$ cat config.mk
export PLATFORM = sky130hd
export DESIGN_NAME = ag32gbd_frame_scanner_flat
export DESIGN_NICKNAME = d
export VERILOG_FILES = /design/src/rtl/ag32gbd_frame_scanner_if.sv /design/src/rtl/ag32gbd_frame_scanner.sv /design/src/flat_wrapper.sv
export SDC_FILE = /design/constraint.sdc
export NUM_CORES = 1
export LEC_CHECK = 0
export ABC_AREA = 1
export CAP_MARGIN = 30
export CORE_MARGIN = 2
export CORE_UTILIZATION = 54
export CTS_CLUSTER_DIAMETER = 80
export DETAILED_ROUTE_END_ITERATION = 10
export PLACE_DENSITY = 0.78
export SLEW_MARGIN = 5
export SYNTH_ARGS = -nofsm -noshare
export SYNTH_HDL_FRONTEND = slang
export SYNTH_SLANG_ARGS = --single-unit
export TNS_END_PERCENT = 30
$ cat constraint.sdc
create_clock -name sys_clock -period 1.8 [get_ports sys_clock]
set_input_delay 0.27 -clock sys_clock [delete_from_list [all_inputs] [get_ports sys_clock]]
set_output_delay 0.27 -clock sys_clock [all_outputs]
set_load 0.02 [all_outputs]
$ cat src/rtl/ag32gbd_frame_scanner_if.sv
`default_nettype none
// ============================================================================
// ag32gbd_frame_scanner_if : sampler handshake and frame-buffer write bus
// Rev 1.0
// ============================================================================
interface ag32gbd_frame_scanner_if;
    logic        SampleStart;
    logic [6:0]  PixelX;
    logic [6:0]  PixelY;
    logic        SampleDone;
    logic [1:0]  SampledValue;
    logic        FbWriteEn;
    logic [11:0] FbWriteAddr;
    logic [7:0]  FbWriteData;

    modport master (
        output SampleStart, PixelX, PixelY, FbWriteEn, FbWriteAddr, FbWriteData,
        input  SampleDone, SampledValue
    );

    modport slave (
        input  SampleStart, PixelX, PixelY, FbWriteEn, FbWriteAddr, FbWriteData,
        output SampleDone, SampledValue
    );
endinterface
`default_nettype wire

$ cat src/rtl/ag32gbd_frame_scanner.sv
`default_nettype none
// ============================================================================
// ag32gbd_frame_scanner : walks the sensor raster, requests one sample per
// pixel and packs the 2-bit results into 2bpp tile bytes.      Rev 1.0
// ============================================================================
module ag32gbd_frame_scanner #(
    parameter int unsigned WIDTH      = 128,
    parameter int unsigned HEIGHT     = 112,
    parameter int unsigned START_HOLD = 4,
    parameter logic [15:0] TIMEOUT    = 16'd4095
) (
    input  wire                     sys_clock,
    input  wire                     sys_resetn,
    input  wire                     FrameStart,
    output logic                    FrameBusy,
    output logic                    FrameDone,
    output logic                    SampleError,
    ag32gbd_frame_scanner_if.master bus
);

    localparam logic [6:0]  c_XLAST     = 7'(WIDTH - 1);
    localparam logic [6:0]  c_YLAST     = 7'(HEIGHT - 1);
    localparam logic [7:0]  c_TPR       = 8'(WIDTH / 8);
    localparam logic [15:0] c_HOLD_LAST = 16'(START_HOLD - 1);

    typedef enum logic [3:0] {
        S_IDLE      = 4'd0,
        S_START     = 4'd1,
        S_WAIT_DONE = 4'd2,
        S_CAPTURE   = 4'd3,
        S_WRITE_LO  = 4'd4,
        S_WRITE_HI  = 4'd5,
        S_WAIT_LOW  = 4'd6,
        S_ADVANCE   = 4'd7,
        S_FINISH    = 4'd8
    } state_t;

    state_t      r_state;
    state_t      w_next;
    logic [6:0]  r_x;
    logic [6:0]  r_y;
    logic [7:0]  r_plane0;
    logic [7:0]  r_plane1;
    logic [1:0]  r_v;
    logic [15:0] r_hold;
    logic [15:0] r_tmo;
    logic        r_done_q;
    logic        r_err;

    logic        w_edge;
    logic        w_timeout;
    logic        w_last_x;
    logic        w_last_y;
    logic [7:0]  w_tile;
    logic        w_start;
    logic        w_wen;
    logic [11:0] w_waddr;
    logic [7:0]  w_wdata;

    assign w_edge    = bus.SampleDone & ~r_done_q;
    assign w_timeout = (r_tmo >= TIMEOUT);
    assign w_last_x  = (r_x == c_XLAST);
    assign w_last_y  = (r_y == c_YLAST);
    // Tile index times 16 plus row-in-tile times 2 is just a concatenation.
    assign w_tile    = {4'b0000, r_y[6:3]} * c_TPR + {4'b0000, r_x[6:3]};

    always_ff @(posedge sys_clock or negedge sys_resetn) begin
        if (!sys_resetn) begin
            r_state <= S_IDLE;
        end else begin
            r_state <= w_next;
        end
    end

    always_comb begin
        w_next      = r_state;
        FrameBusy   = 1'b0;
        FrameDone   = 1'b0;
        w_start     = 1'b0;
        w_wen       = 1'b0;
        w_waddr     = 12'd0;
        w_wdata     = 8'd0;
        case (r_state)
            S_IDLE: begin
                if (FrameStart) w_next = S_START;
            end
            S_START: begin
                FrameBusy = 1'b1;
                w_start   = 1'b1;
                if (r_hold == c_HOLD_LAST) w_next = S_WAIT_DONE;
            end
            S_WAIT_DONE: begin
                FrameBusy = 1'b1;
                if (w_edge || w_timeout) w_next = S_CAPTURE;
            end
            S_CAPTURE: begin
                FrameBusy = 1'b1;
                w_next    = (r_x[2:0] == 3'd7) ? S_WRITE_LO : S_WAIT_LOW;
            end
            S_WRITE_LO: begin
                FrameBusy = 1'b1;
                w_wen     = 1'b1;
                w_waddr   = {w_tile, r_y[2:0], 1'b0};
                w_wdata   = r_plane0;
                w_next    = S_WRITE_HI;
            end
            S_WRITE_HI: begin
                FrameBusy = 1'b1;
                w_wen     = 1'b1;
                w_waddr   = {w_tile, r_y[2:0], 1'b1};
                w_wdata   = r_plane1;
                w_next    = S_WAIT_LOW;
            end
            S_WAIT_LOW: begin
                FrameBusy = 1'b1;
                if (!bus.SampleDone) w_next = S_ADVANCE;
            end
            S_ADVANCE: begin
                FrameBusy = 1'b1;
                w_next    = (w_last_x && w_last_y) ? S_FINISH : S_START;
            end
            S_FINISH: begin
                FrameDone = 1'b1;
                w_next    = S_IDLE;
            end
            default: w_next = S_IDLE;
        endcase
    end

    always_ff @(posedge sys_clock or negedge sys_resetn) begin
        if (!sys_resetn) begin
            r_x      <= 7'd0;
            r_y      <= 7'd0;
            r_plane0 <= 8'd0;
            r_plane1 <= 8'd0;
            r_v      <= 2'd0;
            r_hold   <= 16'd0;
            r_tmo    <= 16'd0;
            r_done_q <= 1'b0;
            r_err    <= 1'b0;
        end else begin
            r_done_q <= bus.SampleDone;
            r_hold   <= (r_state == S_START) ? r_hold + 16'd1 : 16'd0;
            // Timeout window spans the whole request, hold phase included.
            r_tmo    <= (r_state == S_START || r_state == S_WAIT_DONE) ? r_tmo + 16'd1 : 16'd0;
            case (r_state)
                S_IDLE: begin
                    if (FrameStart) begin
                        r_x   <= 7'd0;
                        r_y   <= 7'd0;
                        r_err <= 1'b0;
                    end
                end
                S_WAIT_DONE: begin
                    if (w_edge) begin
                        r_v <= bus.SampledValue;
                    end else if (w_timeout) begin
                        r_v   <= 2'b00;
                        r_err <= 1'b1;
                    end
                end
                S_CAPTURE: begin
                    r_plane0 <= {r_plane0[6:0], r_v[0]};
                    r_plane1 <= {r_plane1[6:0], r_v[1]};
                end
                S_ADVANCE: begin
                    if (w_last_x) begin
                        r_x <= 7'd0;
                        r_y <= w_last_y ? 7'd0 : r_y + 7'd1;
                    end else begin
                        r_x <= r_x + 7'd1;
                    end
                end
                default: ;
            endcase
        end
    end

    assign SampleError     = r_err;
    assign bus.SampleStart = w_start;
    assign bus.PixelX      = r_x;
    assign bus.PixelY      = r_y;
    assign bus.FbWriteEn   = w_wen;
    assign bus.FbWriteAddr = w_waddr;
    assign bus.FbWriteData = w_wdata;

endmodule
`default_nettype wire

$ cat src/flat_wrapper.sv
// flat-port wrapper written by rule: the top's interface ports become plain ports
module ag32gbd_frame_scanner_flat 
#(
    parameter int unsigned WIDTH      = 128,
    parameter int unsigned HEIGHT     = 112,
    parameter int unsigned START_HOLD = 4,
    parameter logic [15:0] TIMEOUT    = 16'd4095
)
  (sys_clock, sys_resetn, FrameStart, FrameBusy, FrameDone, SampleError, bus_SampleStart, bus_PixelX, bus_PixelY, bus_FbWriteEn, bus_FbWriteAddr, bus_FbWriteData, bus_SampleDone, bus_SampledValue);
  ag32gbd_frame_scanner_if bus_i ();
  input  wire sys_clock;
  input  wire sys_resetn;
  input  wire FrameStart;
  output logic FrameBusy;
  output logic FrameDone;
  output logic SampleError;
  output wire logic [$bits(bus_i.SampleStart)-1:0] bus_SampleStart;
  output wire logic [$bits(bus_i.PixelX)-1:0] bus_PixelX;
  output wire logic [$bits(bus_i.PixelY)-1:0] bus_PixelY;
  output wire logic [$bits(bus_i.FbWriteEn)-1:0] bus_FbWriteEn;
  output wire logic [$bits(bus_i.FbWriteAddr)-1:0] bus_FbWriteAddr;
  output wire logic [$bits(bus_i.FbWriteData)-1:0] bus_FbWriteData;
  input wire logic [$bits(bus_i.SampleDone)-1:0] bus_SampleDone;
  input wire logic [$bits(bus_i.SampledValue)-1:0] bus_SampledValue;
  assign bus_SampleStart = bus_i.SampleStart;
  assign bus_PixelX = bus_i.PixelX;
  assign bus_PixelY = bus_i.PixelY;
  assign bus_FbWriteEn = bus_i.FbWriteEn;
  assign bus_FbWriteAddr = bus_i.FbWriteAddr;
  assign bus_FbWriteData = bus_i.FbWriteData;
  assign bus_i.SampleDone = bus_SampleDone;
  assign bus_i.SampledValue = bus_SampledValue;
  ag32gbd_frame_scanner #(.WIDTH(WIDTH), .HEIGHT(HEIGHT), .START_HOLD(START_HOLD), .TIMEOUT(TIMEOUT)) u_core (.sys_clock(sys_clock), .sys_resetn(sys_resetn), .FrameStart(FrameStart), .FrameBusy(FrameBusy), .FrameDone(FrameDone), .SampleError(SampleError), .bus(bus_i));
endmodule
== Word-level counts from Yosys, hierarchy flattened ==
Index checks and enable logic that the tools add are counted.

* Add/sub/neg operators: 5
* Multipliers: 0
* Divide/modulo/power cells: 0
* $lt $le $gt $ge: 1
* Eq/ne operators: 19
* Shift-type cells: 0
* Muxes and demuxes: 27
* Bitwise gates (word level): 2
* Reductions and logical operators: 14

{| class="wikitable"
|+ Operators by type and width
! operator !! number
|-
| $add 16x1->16 const B || 2
|-
| $mux 16 || 2
|-
| $pmux 4 s8 || 1
|-
| $mux 7 || 4
|-
| $pmux 7 s2 || 2
|-
| $pmux 12 s2 || 1
|-
| $mux 4 || 5
|-
| $eq 16x2->1 const B || 1
|-
| $eq 4x3->1 const B || 4
|-
| $ge 16x12->1 const B || 1
|-
| $pmux 8 s2 || 1
|-
| $add 7x1->7 const B || 2
|-
| $eq 7x7->1 const B || 2
|-
| $add 8x4->8 || 1
|-
| $eq 4x2->1 const B || 2
|-
| $ne 2x1->1 const B || 4
|-
| $reduce_and 4->1 || 2
|-
| $mux 1 || 7
|-
| $reduce_or 7->1 || 1
|-
| $mux 2 || 3
|-
| $ne 2x2->1 const B || 3
|-
| $reduce_bool 2->1 || 3
|-
| $eq 4x1->1 const B || 1
|-
| $eq 4x4->1 const B || 1
|-
| 10 further kinds || 12
|}

* Register bits after elaboration: 70
* Latch bits: 0
* Bits in writable memories: 0
* Bits in read-only memories: 0
* Output and inout bits: 39
* Memories: 0

== Logic depth before layout (Yosys ltp) ==
* Depth after elaboration: 5
* Depth in mapped cells: 10
* Mapped depth without buffers: 10

== Least setup slack after synthesis ==
OpenSTA, ideal clock, no wires.

* Kind: flip-flop to output port
* Start point: reg u_core.r_state[3]
* End point: out bus_FbWriteAddr[10]
* Data arrival time: 1,515 ps
* Slack: 15 ps
* Stages on the path, launching flop included: 7
* Path buffers: 1
* Cell sequence: dfrtp_1 inv_1 nand2_4 nor2_1 inv_1 clkbuf_1 nor2_1

* Cells in the longest elaborated chain, start to end: 2
* Elaborated cells on any way between the ends: 3

{| class="wikitable"
|+ Ends and longest elaborated chain
! what !! line !! RTL
|-
| from (decl) || ag32gbd_frame_scanner.sv:38 || <nowiki>state_t r_state;</nowiki>
|-
| from (signal assigned) || ag32gbd_frame_scanner.sv:71 || <nowiki>r_state <= w_next;</nowiki>
|-
| $eq 4x3->1 || ag32gbd_frame_scanner.sv:83 || <nowiki>case (r_state)</nowiki>
|-
| $pmux 12 s2 (*) || ag32gbd_frame_scanner.sv:83 ||
|-
| to (decl) || flat_wrapper.sv:21 || <nowiki>output wire logic [$bits(bus_i.FbWriteAddr)-1:0] bus_FbWriteAddr;</nowiki>
|}

Every way passes the cells marked *; elsewhere a longest branch is shown, timed or not.

== Worst setup path after layout ==
* Start point: reg u_core.r_state[1]
* End point: out FrameBusy

* Cells in the longest elaborated chain, start to end: 3
* Elaborated cells on any way between the ends: 9

{| class="wikitable"
|+ Ends and longest elaborated chain
! what !! line !! RTL
|-
| $eq 4x2->1 (tied with other cells) || ag32gbd_frame_scanner.sv:83 ||
|-
| $reduce_or 7->1 (no source line) (*) || n/a ||
|-
| $mux 1 (*) || ag32gbd_frame_scanner.sv:83 ||
|-
| to (decl) || flat_wrapper.sv:14 || <nowiki>output logic FrameBusy;</nowiki>
|}

Marks and branches as above.

==> qor.yml <==
placed_design:
  dp.cells: 602
  hpwlAfterDp_um: 5598
  pre_cts_ws_ns: -0.2230
  io_buffers: 44
  routabilityCongestion: 0.8906
clock_tree:
  htreeDepth: 3
  cts_tree: "done"
  clockBufferDepth: 2
  post-cts-setup-buffer-count: 0
  cts_sinks: 70
  clk_latency_ns: 0.34
  path_clk_slew_ns: 0.07
  numCtsBuffers: 9
  root_buffer: "clkbuf_8"
critical_path:
  rr_endpoint: "u_core.bus.PixelY[6]"
  critical-path-max-stage-delay_ns: 0.47
  cp-start-kind: "register"
  slowest_stage: "dfrtp_2"
  crit_path_max_fanout: 4
  worstSetupEndpointType: "output port"
  required_ns: 1.53
  r2r-start: "u_core.bus.PixelX[0]"
  crit_buf_inv: 2
  critPathKind: "register to output port"
  cpLargestDelayFamily: "buffers and inverters"
  cp_cell_sequence: "nor2_4 -> buf_4 -> a21oi_1 -> dlygate4sd2_1"
  crit_start: "u_core.r_state[1]"
  critPathArrivalTime_ns: 1.50
  regToRegSetupSlack_ns: 0.19
  worstRegToRegCells: 7
yosys:
  synth_area_leaders: "dfrtp_1 48%, nand2_1 10%, nor2_1 7.7%"
  yosys_warnings: 0
  syn_inst: 467
  synthArstFlopShare_pct: 100.0
  synth-seq-cells: 70
  yosys.area.top_type_share_pct: 48.13
  yosysSeqAreaShare_pct: 48.13
  synth_edf_count: 0
  synth_cell_types: 35
  synth.avg_cell_area_um2: 7.794
  syn_nets: 478
  syn_area_mm2: 0.003640
  synth_ff_type: "dfrtp_1"
  synth_top_area_cell: "dfrtp_1"
floorplanning:
  row_count: 29
  core_area_mm2: 0.006422
  start_util_pct: 56.67
  die_x_um: 86.10
  dieArea_mm2: 0.007413
  num_io_pins: 45
  die_h_um: 86.10
grt:
  grt_pass1_vias: 3129
  grtUsageTotal_pct: 22.99
  grt_max_degree: 71
  antenna_found_initial: 0
  gr-usage-met2_pct: 37.07
  gr-usage-met1_pct: 30.30
  grt_pass1_wl_um: 13650
  met3_usage_pct: 5.582
  grt.busiest_layer: "met2"
  overflow: 0
drt:
  ant_nets: 0
  post_drt_wl_per_cell_um: 12.74
  routed_wl_um: 7884
  post_drt_via_cell_ratio: 5.237
  via_count: 3242
  dr.pass1.iters: 4
  drc: 0
  drt-initial-drc-count: 179
timing:
  hold_viol: 0
  max_freq_mhz: 564.3
  grt_setup_unrepaired: "yes"
  finalCriticalPeriod_ns: 1.772
  finalSetupTns_ns: 0
  slew_headroom_pct: 74.88
  setup_viol: 0
  timing.final.crit_share_pct: 98.45
  slew_violations: 0
  worstMarginPinSlew_ns: 0.3768
  setup_slack_ns: 0.02794
  whs_ns: 0.4247
  skew_ns: 0.008652
power:
  peakVddDrop_v: 0.0009347
  leakage_uw: 0.002100
  cellPowerDensity_mw_per_mm2: 1289
  p_total_uw: 5716
final_layout:
  final_net_count: 548
  fill_cells: 507
  antenna_cells: 0
  stdcell_count: 619
  areaGrowthSynthToFinish_pct: 21.79
  drive_gt1_share_pct: 18.08
hold_path:
  min_to: "u_core.r_done_q"
  hold_path.startpoint: "bus_SampleDone"
  min-delay-path-class: "primary input to register"
  whs_path_depth: 1
run:
  drv_cap: 0
run_status:
  status: "complete, no violations"
-- how the worst max path moves through the flow --
| stage | slack, ns | to | depth (start not counted) |
|---|---|---|---|
| floorplan | 0.01 | bus_FbWriteAddr[10] | 6 |
| global placement | -0.13 | bus_FbWriteData[7] | 7 |
| detailed placement | -0.22 | bus_FbWriteData[0] | 6 |
| CTS | -0.03 | bus_SampleStart | 5 |
| global route | -0.03 | FrameBusy | 4 |
| finish | 0.03 | FrameBusy | 4 |
-- stage by stage --
stage / util [%] / area, um^2
global route: 69.02 / 4433
finish: 69.02 / 4433
detailed placement: 66.94 / 4299
floorplan: - / 3640
CTS: 69.74 / 4479
global placement: 66.94 / 4299
-- worst register-to-register path, stage by stage, from the launching register on --
cell and delay [ns]:
dfrtp_1 0.43, ha_1 0.21, nand3_1 0.19, nor2_4 0.21
nand2_2 0.11, nand2_4 0.17, nand4_1 0.10, a21oi_1 0.13
-- cell usage in the layout, fill, tap and decap left out, types with 2 or more instances in the layout --
cell,n
nor2_4,6
clkinvlp_4,3
nand3_2,2
nand2_1,97
dfrtp_1,69
ha_1,5
o21ai_0,34
buf_4,22
nand4_1,3
buf_2,20
o22ai_1,10
nor2_1,71
nand3_1,23
nand2_2,2
clkbuf_8,10
inv_1,62
nand2_4,5
inv_2,5
clkdlybuf4s50_1,19
nor2_2,4
o21ai_2,4
buf_12,2
xor2_1,4
inv_4,2
clkinv_2,3
a21oi_1,26
nor3_1,12
-- timing repair --
item | 4_1_cts | 5_1_grt
hold endpoints to repair | 70 | 0
resized for setup | 85 | 28
setup endpoints to repair | 24 | 24
pin swaps | 0 | 0
hold buffers | 1 | 0
cloned | 0 | 0
-- kinds of logic after synthesis --
family | after synthesis | synth area share [%]
AOI/OAI and AO/OA | 82 | 12.62
and+or+nand+nor | 230 | 27.95
DFF | 70 | 48.13
xor gates and xnor gates | 4 | 0.9624
buffers and inverters | 76 | 8.628
adders and majority gates | 5 | 1.719
-- metal layers --
| layer | part of all wire, % | up-vias | routed length [um] |
|---|---|---|---|
| met2 | 47 | 88 | 3691 |
| met5 | 0 | - | 0 |
| met1 | 47 | 1502 | 3680 |
| met3 | 4.7 | 14 | 373 |
| met4 | 1.8 | 0 | 139 |
| li1 | - | 1638 | - |
-- final cells by class --
cell class                 instances  area (um^2)  share of cell area, %
clock buffer                      10        137.6                  3.105
clock inverter                     6        37.54                 0.8467
inverter                          69        264.0                  5.955
multi-input combinational        321         1625                  36.66
sequential                        70         1753                  39.54
tap                               77        96.34                  2.173
timing repair buffer              66        519.2                  11.71
-- sequential cells by signal (all words and copies together), names as in the netlist, 2 cells and up --
signal / flops
u_core.r_plane0: 8
u_core.bus.PixelX: 7
u_core.bus.PixelY: 7
u_core.r_plane1: 8
u_core.r_v: 2
u_core.r_tmo: 16
u_core.r_hold: 16
u_core.r_state: 4
-- cells in the mapped netlist (4+ instances only) --
cell type	instances
nor3_1	13
ha_1	5
dfrtp_1	70
nor2_1	75
o21ai_0	34
a21oi_1	26
nand3_1	23
inv_1	66
o21ai_2	4
nand2_1	99
xor2_1	4
o22ai_1	11
-- report_power, final --
group | internal, uW | switching (uW) | total, uW
sequential | 1880 | 264 | 2140
combinational | 972 | 1480 | 2450
clock | 529 | 595 | 1120
Note: power is estimated with default switching activity, not from simulation.
